[src/rtl/pc_fetch_unit_pkg.sv]
// Shared types and address helpers for the fetch-PC unit.
package pc_pkg;

   // Fetch handshake states: IDLE issues nothing, REQ presents pc_o to imem.
   typedef enum logic {
      IDLE = 1'b0,
      REQ  = 1'b1
   } fetch_state_e;

   // Next-PC source, highest priority first.
   typedef enum logic [2:0] {
      TRAP     = 3'd0,
      REDIRECT = 3'd1,
      RAS      = 3'd2,
      SEQ      = 3'd3,
      HOLD     = 3'd4
   } npc_sel_e;

   // Widest address the helpers handle; callers zero-extend into it.
   localparam int unsigned PC_MAX_W = 64;

   // Clear the low bits below the instruction granule.
   function automatic logic [PC_MAX_W-1:0] align_pc(input logic [PC_MAX_W-1:0] addr,
                                                    input int unsigned instr_bytes);
      logic [PC_MAX_W-1:0] low_mask;
      low_mask = PC_MAX_W'(instr_bytes - 1);
      return addr & ~low_mask;
   endfunction

   // True when any bit below the instruction granule is set.
   function automatic logic is_misaligned(input logic [PC_MAX_W-1:0] addr,
                                          input int unsigned instr_bytes);
      logic [PC_MAX_W-1:0] low_mask;
      low_mask = PC_MAX_W'(instr_bytes - 1);
      return (addr & low_mask) != '0;
   endfunction

endpackage

[src/rtl/pc_fetch_unit_ras.sv]
// Return-address stack: circular buffer with a top pointer and a saturating
// count. A push when full silently overwrites the oldest entry; a pop when
// empty is ignored. Push and pop together replace the top in place.
module pc_ras
   import pc_pkg::*;
#(
   parameter int unsigned DATA_WIDTH = 32,
   parameter int unsigned RAS_DEPTH  = 4
) (
   input  logic                  clk_i,
   input  logic                  rst_i,
   input  logic                  push_i,
   input  logic [DATA_WIDTH-1:0] push_pc_i,
   input  logic                  pop_i,
   output logic [DATA_WIDTH-1:0] top_o,
   output logic                  empty_o,
   output logic                  full_o
);

   localparam int unsigned PTR_W = $clog2(RAS_DEPTH);
   localparam int unsigned CNT_W = PTR_W + 1;

   logic [DATA_WIDTH-1:0] mem_q [RAS_DEPTH];
   logic [PTR_W-1:0]      top_q;
   logic [CNT_W-1:0]      cnt_q;
   logic                  do_pop;
   logic                  swap;
   logic [PTR_W-1:0]      wr_ptr;

   assign empty_o = (cnt_q == '0);
   assign full_o  = (cnt_q == CNT_W'(RAS_DEPTH));
   assign top_o   = mem_q[top_q];

   assign do_pop  = pop_i && !empty_o;
   assign swap    = push_i && do_pop;
   // A simultaneous pop+push rewrites the current top instead of advancing.
   assign wr_ptr  = swap ? top_q : top_q + PTR_W'(1);

   // Pointer and occupancy bookkeeping.
   always_ff @(posedge clk_i) begin
      if (rst_i) begin
         top_q <= '0;
         cnt_q <= '0;
      end else if (swap) begin
         top_q <= top_q;
      end else if (push_i) begin
         top_q <= top_q + PTR_W'(1);
         if (!full_o) cnt_q <= cnt_q + CNT_W'(1);
      end else if (do_pop) begin
         top_q <= top_q - PTR_W'(1);
         cnt_q <= cnt_q - CNT_W'(1);
      end
   end

   // Entry storage; contents are only meaningful below the count.
   always_ff @(posedge clk_i) begin
      if (push_i) mem_q[wr_ptr] <= push_pc_i;
   end

endmodule

[src/rtl/pc_fetch_unit.sv]
// Fetch-PC unit: holds the fetch PC, issues imem requests over valid/ready,
// and picks the next PC from trap, redirect, RAS prediction or PC+granule.
// Redirects arriving while a request waits for ready are parked in pending
// registers so the presented address never changes mid-handshake.
module pc_fetch_unit
   import pc_pkg::*;
#(
   parameter int unsigned            DATA_WIDTH   = 32,
   parameter logic [DATA_WIDTH-1:0]  RESET_VECTOR = DATA_WIDTH'(32'h0000_0000),
   parameter int unsigned            INSTR_BYTES  = 4,
   parameter int unsigned            RAS_DEPTH    = 4
) (
   input  logic                  clk_i,
   input  logic                  rst_i,
   input  logic                  stall_i,
   output logic                  imem_req_o,
   input  logic                  imem_ready_i,
   output logic [DATA_WIDTH-1:0] pc_o,
   output logic                  drop_o,
   input  logic                  trap_i,
   input  logic [DATA_WIDTH-1:0] trap_pc_i,
   input  logic                  redirect_i,
   input  logic [DATA_WIDTH-1:0] redirect_pc_i,
   input  logic                  ras_push_i,
   input  logic [DATA_WIDTH-1:0] ras_push_pc_i,
   input  logic                  ras_pop_i,
   output logic                  misalign_o,
   output logic                  ras_empty_o
);

   fetch_state_e          state_q;
   logic [DATA_WIDTH-1:0] pc_q;
   logic                  trap_pend_q;
   logic [DATA_WIDTH-1:0] trap_pend_pc_q;
   logic                  redir_pend_q;
   logic [DATA_WIDTH-1:0] redir_pend_pc_q;
   logic                  misalign_q;

   logic                  fire;
   logic                  upd_win;
   npc_sel_e              npc_sel;
   logic [DATA_WIDTH-1:0] tgt_raw;
   logic                  redirecting;
   logic [DATA_WIDTH-1:0] pc_next;
   logic                  misalign_next;

   logic                  ras_push_en;
   logic                  ras_pop_en;
   logic [DATA_WIDTH-1:0] ras_top;
   logic                  ras_empty;
   // Full flag is not needed for next-PC selection.
   logic                  ras_full_unused;

   assign fire    = (state_q == REQ) && imem_ready_i;
   // PC may change on an accepted request or at any time while idle.
   assign upd_win = fire || (state_q == IDLE);

   assign imem_req_o  = (state_q == REQ);
   assign pc_o        = pc_q;
   assign misalign_o  = misalign_q;
   assign ras_empty_o = ras_empty;
   assign drop_o      = fire && (trap_i || redirect_i || trap_pend_q || redir_pend_q);

   // Prediction state only advances on good-path accepted fetches.
   assign ras_push_en = fire && !drop_o && ras_push_i;
   assign ras_pop_en  = fire && !drop_o && ras_pop_i;

   // Next-PC source priority: trap, redirect, RAS prediction, sequential.
   always_comb begin
      npc_sel = HOLD;
      tgt_raw = pc_q;
      if (upd_win) begin
         if (trap_i) begin
            npc_sel = TRAP;
            tgt_raw = trap_pc_i;
         end else if (trap_pend_q) begin
            npc_sel = TRAP;
            tgt_raw = trap_pend_pc_q;
         end else if (redirect_i) begin
            npc_sel = REDIRECT;
            tgt_raw = redirect_pc_i;
         end else if (redir_pend_q) begin
            npc_sel = REDIRECT;
            tgt_raw = redir_pend_pc_q;
         end else if (fire && ras_pop_i && !ras_empty) begin
            npc_sel = RAS;
            tgt_raw = ras_top;
         end else if (fire) begin
            npc_sel = SEQ;
            tgt_raw = pc_q + DATA_WIDTH'(INSTR_BYTES);
         end
      end
   end

   // Only externally supplied targets can carry stray low bits.
   assign redirecting   = (npc_sel == TRAP) || (npc_sel == REDIRECT);
   assign pc_next       = redirecting ? DATA_WIDTH'(align_pc(PC_MAX_W'(tgt_raw), INSTR_BYTES))
                                      : tgt_raw;
   assign misalign_next = redirecting && is_misaligned(PC_MAX_W'(tgt_raw), INSTR_BYTES);

   // Handshake FSM, PC register, pending-valid flags and misalign pulse.
   always_ff @(posedge clk_i) begin
      if (rst_i) begin
         state_q      <= IDLE;
         pc_q         <= RESET_VECTOR;
         trap_pend_q  <= 1'b0;
         redir_pend_q <= 1'b0;
         misalign_q   <= 1'b0;
      end else begin
         misalign_q <= misalign_next;
         if (npc_sel != HOLD) pc_q <= pc_next;

         unique case (state_q)
            IDLE: if (!stall_i) state_q <= REQ;
            REQ:  if (fire && stall_i) state_q <= IDLE;
         endcase

         if (upd_win) begin
            // A trap flushes everything older, including a parked redirect.
            if (npc_sel == TRAP) begin
               trap_pend_q  <= 1'b0;
               redir_pend_q <= 1'b0;
            end else if (npc_sel == REDIRECT) begin
               redir_pend_q <= 1'b0;
            end
         end else begin
            // Waiting for ready: park redirects; a trap outranks any redirect.
            if (trap_i) begin
               trap_pend_q  <= 1'b1;
               redir_pend_q <= 1'b0;
            end else if (redirect_i && !trap_pend_q) begin
               redir_pend_q <= 1'b1;
            end
         end
      end
   end

   // Pending target addresses, captured alongside their valid flags.
   always_ff @(posedge clk_i) begin
      if (!upd_win) begin
         if (trap_i) trap_pend_pc_q <= trap_pc_i;
         else if (redirect_i && !trap_pend_q) redir_pend_pc_q <= redirect_pc_i;
      end
   end

   pc_ras #(
      .DATA_WIDTH (DATA_WIDTH),
      .RAS_DEPTH  (RAS_DEPTH)
   ) u_ras (
      .clk_i     (clk_i),
      .rst_i     (rst_i),
      .push_i    (ras_push_en),
      .push_pc_i (ras_push_pc_i),
      .pop_i     (ras_pop_en),
      .top_o     (ras_top),
      .empty_o   (ras_empty),
      .full_o    (ras_full_unused)
   );

endmodule

[config.mk]
export PLATFORM = sky130hd
export DESIGN_NAME = pc_fetch_unit
export DESIGN_NICKNAME = d
export VERILOG_FILES = /design/src/rtl/pc_fetch_unit_pkg.sv /design/src/rtl/pc_fetch_unit_ras.sv /design/src/rtl/pc_fetch_unit.sv
export SDC_FILE = /design/constraint.sdc
export NUM_CORES = 1
export LEC_CHECK = 0
export BUFFER_PORTS_ARGS = -buffer_cell sky130_fd_sc_hd__buf_2
export CAP_MARGIN = 0
export CORE_MARGIN = 8
export CORE_UTILIZATION = 52
export CTS_BUF_LIST = sky130_fd_sc_hd__clkbuf_4 sky130_fd_sc_hd__clkbuf_8 sky130_fd_sc_hd__clkbuf_16
export DETAILED_ROUTE_END_ITERATION = 10
export GPL_ROUTABILITY_DRIVEN = 1
export PLACE_DENSITY = 0.85
export RECOVER_POWER = 100
export SYNTH_ARGS = -nofsm -noshare
export SYNTH_HDL_FRONTEND = slang
export SYNTH_SLANG_ARGS = --single-unit
[constraint.sdc]
create_clock -name clk_i -period 3.65 [get_ports clk_i]
set_input_delay 0 -clock clk_i [delete_from_list [all_inputs] [get_ports clk_i]]
set_output_delay 0 -clock clk_i [all_outputs]
set_load 0.05 [all_outputs]
**Word-level counts from Yosys, hierarchy flattened**

Memory sizes are Yosys's and may differ from the RTL's. A register that Yosys moved wholly into a read port is not among the register bits.
Cells that the tools add are included.

- Memory bits (writable): 128
- Input bits: 104
- Memories kept: 1
- Register bits after elaboration: 105
- Output and inout bits: 36

- Reductions and logical operators: 32
- Equality and inequality tests: 6
- Mux-type cells: 36
- Bitwise gates (word level): 4
- $add $sub $neg: 5

Memory list:

| name | words | width | rd ports | clocked after Yosys merged registers in | write ports | line | text |
|---|---|---|---|---|---|---|---|
| u_ras.mem_q | 4 | 32 | 1 | 1 | 1 | pc_fetch_unit_ras.sv:23 | `logic [DATA_WIDTH-1:0] mem_q [RAS_DEPTH];` |

Operator list:

| operator | number |
|---|---|
| 2-to-1 mux 32 bit | 7 |
| nonzero test 64 bit | 1 |
| adder 32 x 3 -> 32 bit, second input constant | 1 |
| 2-to-1 mux 3 bit | 10 |
| logical AND 1 bit | 12 |
| 2-to-1 mux 1 bit | 12 |
| 2-to-1 mux 2 bit | 6 |
| AND reduction 2 bit | 4 |
| logical NOT 3 bit | 2 |
| AND reduction 3 bit | 2 |
| logical OR 1 bit | 5 |
| NOT 1 bit | 4 |
| nonzero test 2 bit | 2 |
| adder 3 x 1 -> 3 bit, second input constant | 1 |
| == test 3 x 1 -> 1 bit, second input constant | 1 |
| == test 3 bit, second input constant | 1 |
| logical NOT 1 bit | 3 |
| != test 3 x 1 -> 1 bit, second input constant | 1 |
| != test 3 bit, second input constant | 1 |
| nonzero test 3 bit | 1 |
| subtractor 3 x 1 -> 3 bit, second input constant | 1 |
| adder 2 x 1 -> 2 bit, second input constant | 1 |
| != test 2 x 1 -> 1 bit, second input constant | 1 |
| != test 2 bit, second input constant | 1 |
| 2 further kinds | 2 |

**Logic depth before layout (Yosys ltp)**

- Depth in word-level cells: 13
- Mapped depth: 11
- Mapped depth without buffers: 10

**Modules after synthesis**

From an unflattened synthesis, not the netlist that was laid out.

- Cells, all modules: 763
- Area total of the unflattened synthesis: 10402.5 um^2

Modules (own cells, without submodules):

| module | area each (um^2) | cells an instance | times used |
|---|---|---|---|
| pc_fetch_unit | 5335.1 | 547 | 1 |
| pc_ras | 5067.4 | 216 | 1 |

**Worst setup path before layout**

No wires, ideal clock.

- Path type: flip-flop to flip-flop
- Start point: register state_q (netlist: imem_req_o)
- End point: memory u_ras.mem_q[1][0] (enable)
- Arrival: 3322 ps
- Required time: 3229 ps
- Slack: -94 ps
- Setup time: 421 ps
- Cell stages (with the launch flop): 9
- Path through: dfxtp_1 -> nand3_1 -> nor2_1 -> nand2_1 -> inv_1 -> ha_1 -> xnor2_1 -> nand2_1 -> nor2_1

- Cells in the longest elaborated chain, start to end: 8
- Elaborated cells on any way between the ends: 11

RTL lines:

| what | line | text |
|---|---|---|
| from (decl) | pc_fetch_unit.sv:31 | `fetch_state_e state_q;` |
| from (signal assigned) | pc_fetch_unit.sv:104 | `state_q <= IDLE;` |
| from (signal assigned) | pc_fetch_unit.sv:114 | `IDLE: if (!stall_i) state_q <= REQ;` |
| from (signal assigned) | pc_fetch_unit.sv:115 | `REQ: if (fire && stall_i) state_q <= IDLE;` |
| logical AND 1 bit * | pc_fetch_unit.sv:54 | `assign fire = (state_q == REQ) && imem_ready_i;` |
| logical AND 1 bit | pc_fetch_unit.sv:62 | `assign drop_o = fire && (trap_i \|\| redirect_i \|\| trap_pend_q \|\| redir_pend_q);` |
| logical NOT 1 bit | pc_fetch_unit.sv:65, pc_fetch_unit.sv:66 |  |
| logical AND 1 bit * | pc_fetch_unit.sv:65, pc_fetch_unit.sv:66 |  |
| logical AND 1 bit | pc_fetch_unit.sv:66 | `assign ras_pop_en = fire && !drop_o && ras_pop_i;` |
| logical AND 1 bit | pc_fetch_unit_ras.sv:34 | `assign do_pop = pop_i && !empty_o;` |
| logical AND 1 bit | pc_fetch_unit_ras.sv:35 | `assign swap = push_i && do_pop;` |
| 2-to-1 mux 2 bit | pc_fetch_unit_ras.sv:37 | `assign wr_ptr = swap ? top_q : top_q + PTR_W'(1);` |
| to (decl) | pc_fetch_unit_ras.sv:23 |  |

Mark *: on every way between the ends. The rest lies on a longest branch, timed or not.

**Final worst setup path**

- Start point: register u_ras.cnt_q[0]
- End point: memory u_ras.mem_q[3][18] (enable)

- Cells in the longest elaborated chain, start to end: 5

RTL lines:

| what | line | text |
|---|---|---|
| from (decl) | pc_fetch_unit_ras.sv:25 | `logic [CNT_W-1:0] cnt_q;` |
| from (signal assigned) | pc_fetch_unit_ras.sv:48 | `if (!full_o) cnt_q <= cnt_q + CNT_W'(1);` |
| from (signal assigned) | pc_fetch_unit_ras.sv:51 | `cnt_q <= cnt_q - CNT_W'(1);` |
| logical NOT 3 bit | pc_fetch_unit_ras.sv:30 | `assign empty_o = (cnt_q == '0);` |
| logical NOT 1 bit | pc_fetch_unit_ras.sv:34 |  |
| logical AND 1 bit | pc_fetch_unit_ras.sv:34 |  |
| logical AND 1 bit | pc_fetch_unit_ras.sv:35 |  |
| 2-to-1 mux 2 bit | pc_fetch_unit_ras.sv:37 |  |

Every way passes these cells.

==> flow_summary.json <==
{
  "hp-start": "trap_i",
  "hold_violations": 0,
  "synth-compound-area-share": 0.125,
  "synth-edff-count": 192,
  "cts_buffers": 25,
  "synth_seq_area_share": 0.645,
  "ys_seq_elements": 235,
  "grt_pass1_wl_um": 47900,
  "grt_max_degree": 50,
  "gp_congestion": 0.910,
  "wl_per_cell_um": 24.6,
  "setup_slack_ns": 0.459,
  "die_w_um": 157,
  "fin_util": 0.662,
  "met1_usage": 0.331,
  "power_per_cell_area_nw_per_um2": 473,
  "drc": 0,
  "ir_worst_vdd_mv": 0.390,
  "crit_type": "reg2reg",
  "slew_headroom": 0.228,
  "p_int_w": 0.00450,
  "crit_path_max_incr_delay_ns": 0.47,
  "pre_cts_ws_ns": 0.622,
  "grt.total_usage": 0.255,
  "die_h_um": 157,
  "hold_depth": 3,
  "synth_top_family_by_area": "compound AO/OA/AOI/OAI gates",
  "synth_fa_ha_area_frac": 0.00560,
  "worstPathArrival_ns": 3.37,
  "fmax_ghz": 0.313,
  "switching_share": 0.258,
  "cts_htree_levels": 1,
  "first_global_vias": 8116,
  "outcome": "finished, final reports clean",
  "drtAntennaViolNets": 0,
  "met3_usage": 0.0560,
  "async_flop_share": 0,
  "r2r-end": "u_ras.mem_q[3][18]$_DFFE_PP_",
  "netlist_area_um2": 10300,
  "drive_above_1_share": 0.113,
  "worstHoldPathType": "in2reg",
  "r2r_start": "u_ras.cnt_q[0]$_SDFFE_PP0P_",
  "layout_common_cells": "192 x edfxtp_1, 127 x clkbuf_1, 98 x dlygate4sd3_1",
  "worst-slew-pin-transition_ns": 1.16,
  "cp-end-kind": "register",
  "start_kind": "register",
  "fin_nets": 1095,
  "via_per_inst": 6.35,
  "crit_fanout": 32,
  "p_seq_frac": 0.501,
  "synth_simple_gate_area_share": 0.112,
  "final_common_cell": "edfxtp_1",
  "grt.met2_usage": 0.421,
  "die_area_um2": 24500,
  "hold_buffers": 98,
  "first_pass_iters": 5,
  "reg2reg_slack_ns": 0.46,
  "synthMuxAreaShare": 0.0721,
  "cpMaxStageDelayCell": "or3_1",
  "leakagePower_nw": 4.12,
  "crit_path_cell_trace": "or3_1, inv_1, nor2_1, nand2_1, inv_1, ha_1, xnor2_1, and3_1, clkbuf_4",
  "core_um2": 19400,
  "setup_viol": 0,
  "grt_most_used_layer": "met2",
  "synth_nets": 860,
  "initial_utilization": 0.529,
  "io_pins": 140,
  "hold_end": "pc_o[0]$_SDFFE_PP0P_",
  "worst_r2r_path_depth": 9,
  "gr-total-overflow": 0,
  "power_w": 0.00607,
  "drtIter0Drc": 1028,
  "drt-total-wl_um": 31200,
  "crit_top_cell": "inv_1",
  "rsz0062_at_grt": "false",
  "slew_viol_final": 0,
  "antenna_found_initial": 1,
  "avgSynthCellArea_um2": 13.7,
  "synthFlopType": "edfxtp_1",
  "fin_crit_sh": 0.874,
  "skew_ns": 0.0139,
  "maxCapViolations": 0,
  "portBuffers": 139,
  "post_cts_resized": 0,
  "min_period_ns": 3.19,
  "floorplan.rows": 51,
  "synthCells": 752,
  "yosys_warnings": 0,
  "clkPwrFrac": 0.389,
  "hpwl_um": 20400,
  "cts_setup_buffers": 0,
  "vias": 8074,
  "clockBufferDepth": 3,
  "cts_tree": "done",
  "crit_required_ns": 3.82,
  "synthXorXnorAreaFrac": 0.0136,
  "ys_types": 60,
  "clk_pin_slew_worst_paths_ns": 0.06,
  "cts_root_buf": "clkbuf_16",
  "setup_tns_ns": 0,
  "switchingPower_w": 0.00156,
  "cts_sinks": 235,
  "area_growth_pct": 25.0,
  "clk_latency_ns": 0.54,
  "combPwrFrac": 0.110
}
[Yosys cell counts, types with 12 or more instances]
cell / number / area, um2
nand2b_1: 13 / 81.3
dfxtp_1: 43 / 861
inv_1: 16 / 60.1
edfxtp_1: 192 / 5770
xnor2_1: 12 / 105
mux4_2: 32 / 721
nand2_1: 33 / 124
o22ai_1: 14 / 87.6
a21oi_1: 19 / 95.1
nor4_1: 24 / 150
nor2_1: 55 / 206
o21ai_0: 20 / 100
a211oi_1: 18 / 135
clkbuf_1: 36 / 135
nor3_1: 32 / 160
a221oi_1: 22 / 193
nand3_1: 21 / 105
[stage by stage]
stage | cell area [um2] | hold slack (ns) | cells
3_3_place_gp | 11300 | 0.190 | 1127
6_report | 12800 | 0.0536 | 1271
2_1_floorplan | 10300 | 0.0919 | 752
4_1_cts | 13000 | 0.0695 | 1270
5_1_grt | 12800 | 0.0960 | 1271
3_5_place_dp | 11300 | 0.193 | 1127
[routing by layer]
| metal | vias to the layer above | wire length [um] |
|---|---|---|
| met3 | 96 | 3500 |
| met4 | 0 | 1020 |
| met5 | - | 0 |
| li1 | 3511 | - |
| met1 | 3935 | 11600 |
| met2 | 532 | 15100 |
[state kept, by name (all words and copies together), names as in the netlist, named ones only]
name	count
u_ras.mem_q	128
pc_o	32
redir_pend_pc_q	32
trap_pend_pc_q	32
u_ras.cnt_q	3
u_ras.top_q	2
imem_req_o	1
misalign_o	1
redir_pend_q	1
trap_pend_q	1
[layout make-up]
cell class,count,area [um2]
flip-flops and latches,235,6630
fillers,1460,6560
multi-input cells,449,3390
repair buffers,258,1660
clock buffers,30,669
well taps,265,332
clock inverters,15,87.6
inverters,18,67.6
diodes,1,2.50
[power by group through the flow]
| stage | combinational, W | clock, W | sequential (W) |
|---|---|---|---|
| floorplan | 0.000246 | 0 | 0.00320 |
| global placement | 0.000577 | 0 | 0.00309 |
| detailed placement | 0.000589 | 0 | 0.00309 |
| CTS | 0.000678 | 0.00237 | 0.00303 |
| global route | 0.000710 | 0.00248 | 0.00305 |
| finish | 0.000668 | 0.00236 | 0.00304 |
[kinds of logic after synthesis]
logic type,after synthesis
flip-flops,235
AND/OR/NAND/NOR,223
AO/OA/AOI/OAI,172
buffers and inverters,68
multiplexers,34
XOR/XNOR,16
adder cells (fa/ha/maj),4
[worst max-delay path by stage]
stage	start	end	slack, ns	cells after the start
2_1_floorplan	imem_req_o$_SDFF_PP0_	u_ras.mem_q[0][0]$_DFFE_PP_	0.04	7
3_3_place_gp	u_ras.cnt_q[0]$_SDFFE_PP0P_	u_ras.mem_q[1][11]$_DFFE_PP_	0.79	10
3_5_place_dp	u_ras.cnt_q[0]$_SDFFE_PP0P_	u_ras.mem_q[1][11]$_DFFE_PP_	0.62	10
4_1_cts	u_ras.cnt_q[0]$_SDFFE_PP0P_	u_ras.cnt_q[2]$_SDFFE_PP0P_	0.56	10
5_1_grt	u_ras.cnt_q[0]$_SDFFE_PP0P_	u_ras.mem_q[2][1]$_DFFE_PP_	0.26	11
6_report	u_ras.cnt_q[0]$_SDFFE_PP0P_	u_ras.mem_q[3][18]$_DFFE_PP_	0.46	9
[worst max-delay path, delay by kind of cell, from the launching register on]
family / cells / cell delay [ns]
XOR/XNOR: 1 / 0.20
adder cells (fa/ha/maj): 1 / 0.27
buffers and inverters: 3 / 0.90
flip-flops: 1 / 0.35
AND/OR/NAND/NOR: 4 / 1.07
Note: power is estimated with default switching activity, not from simulation.
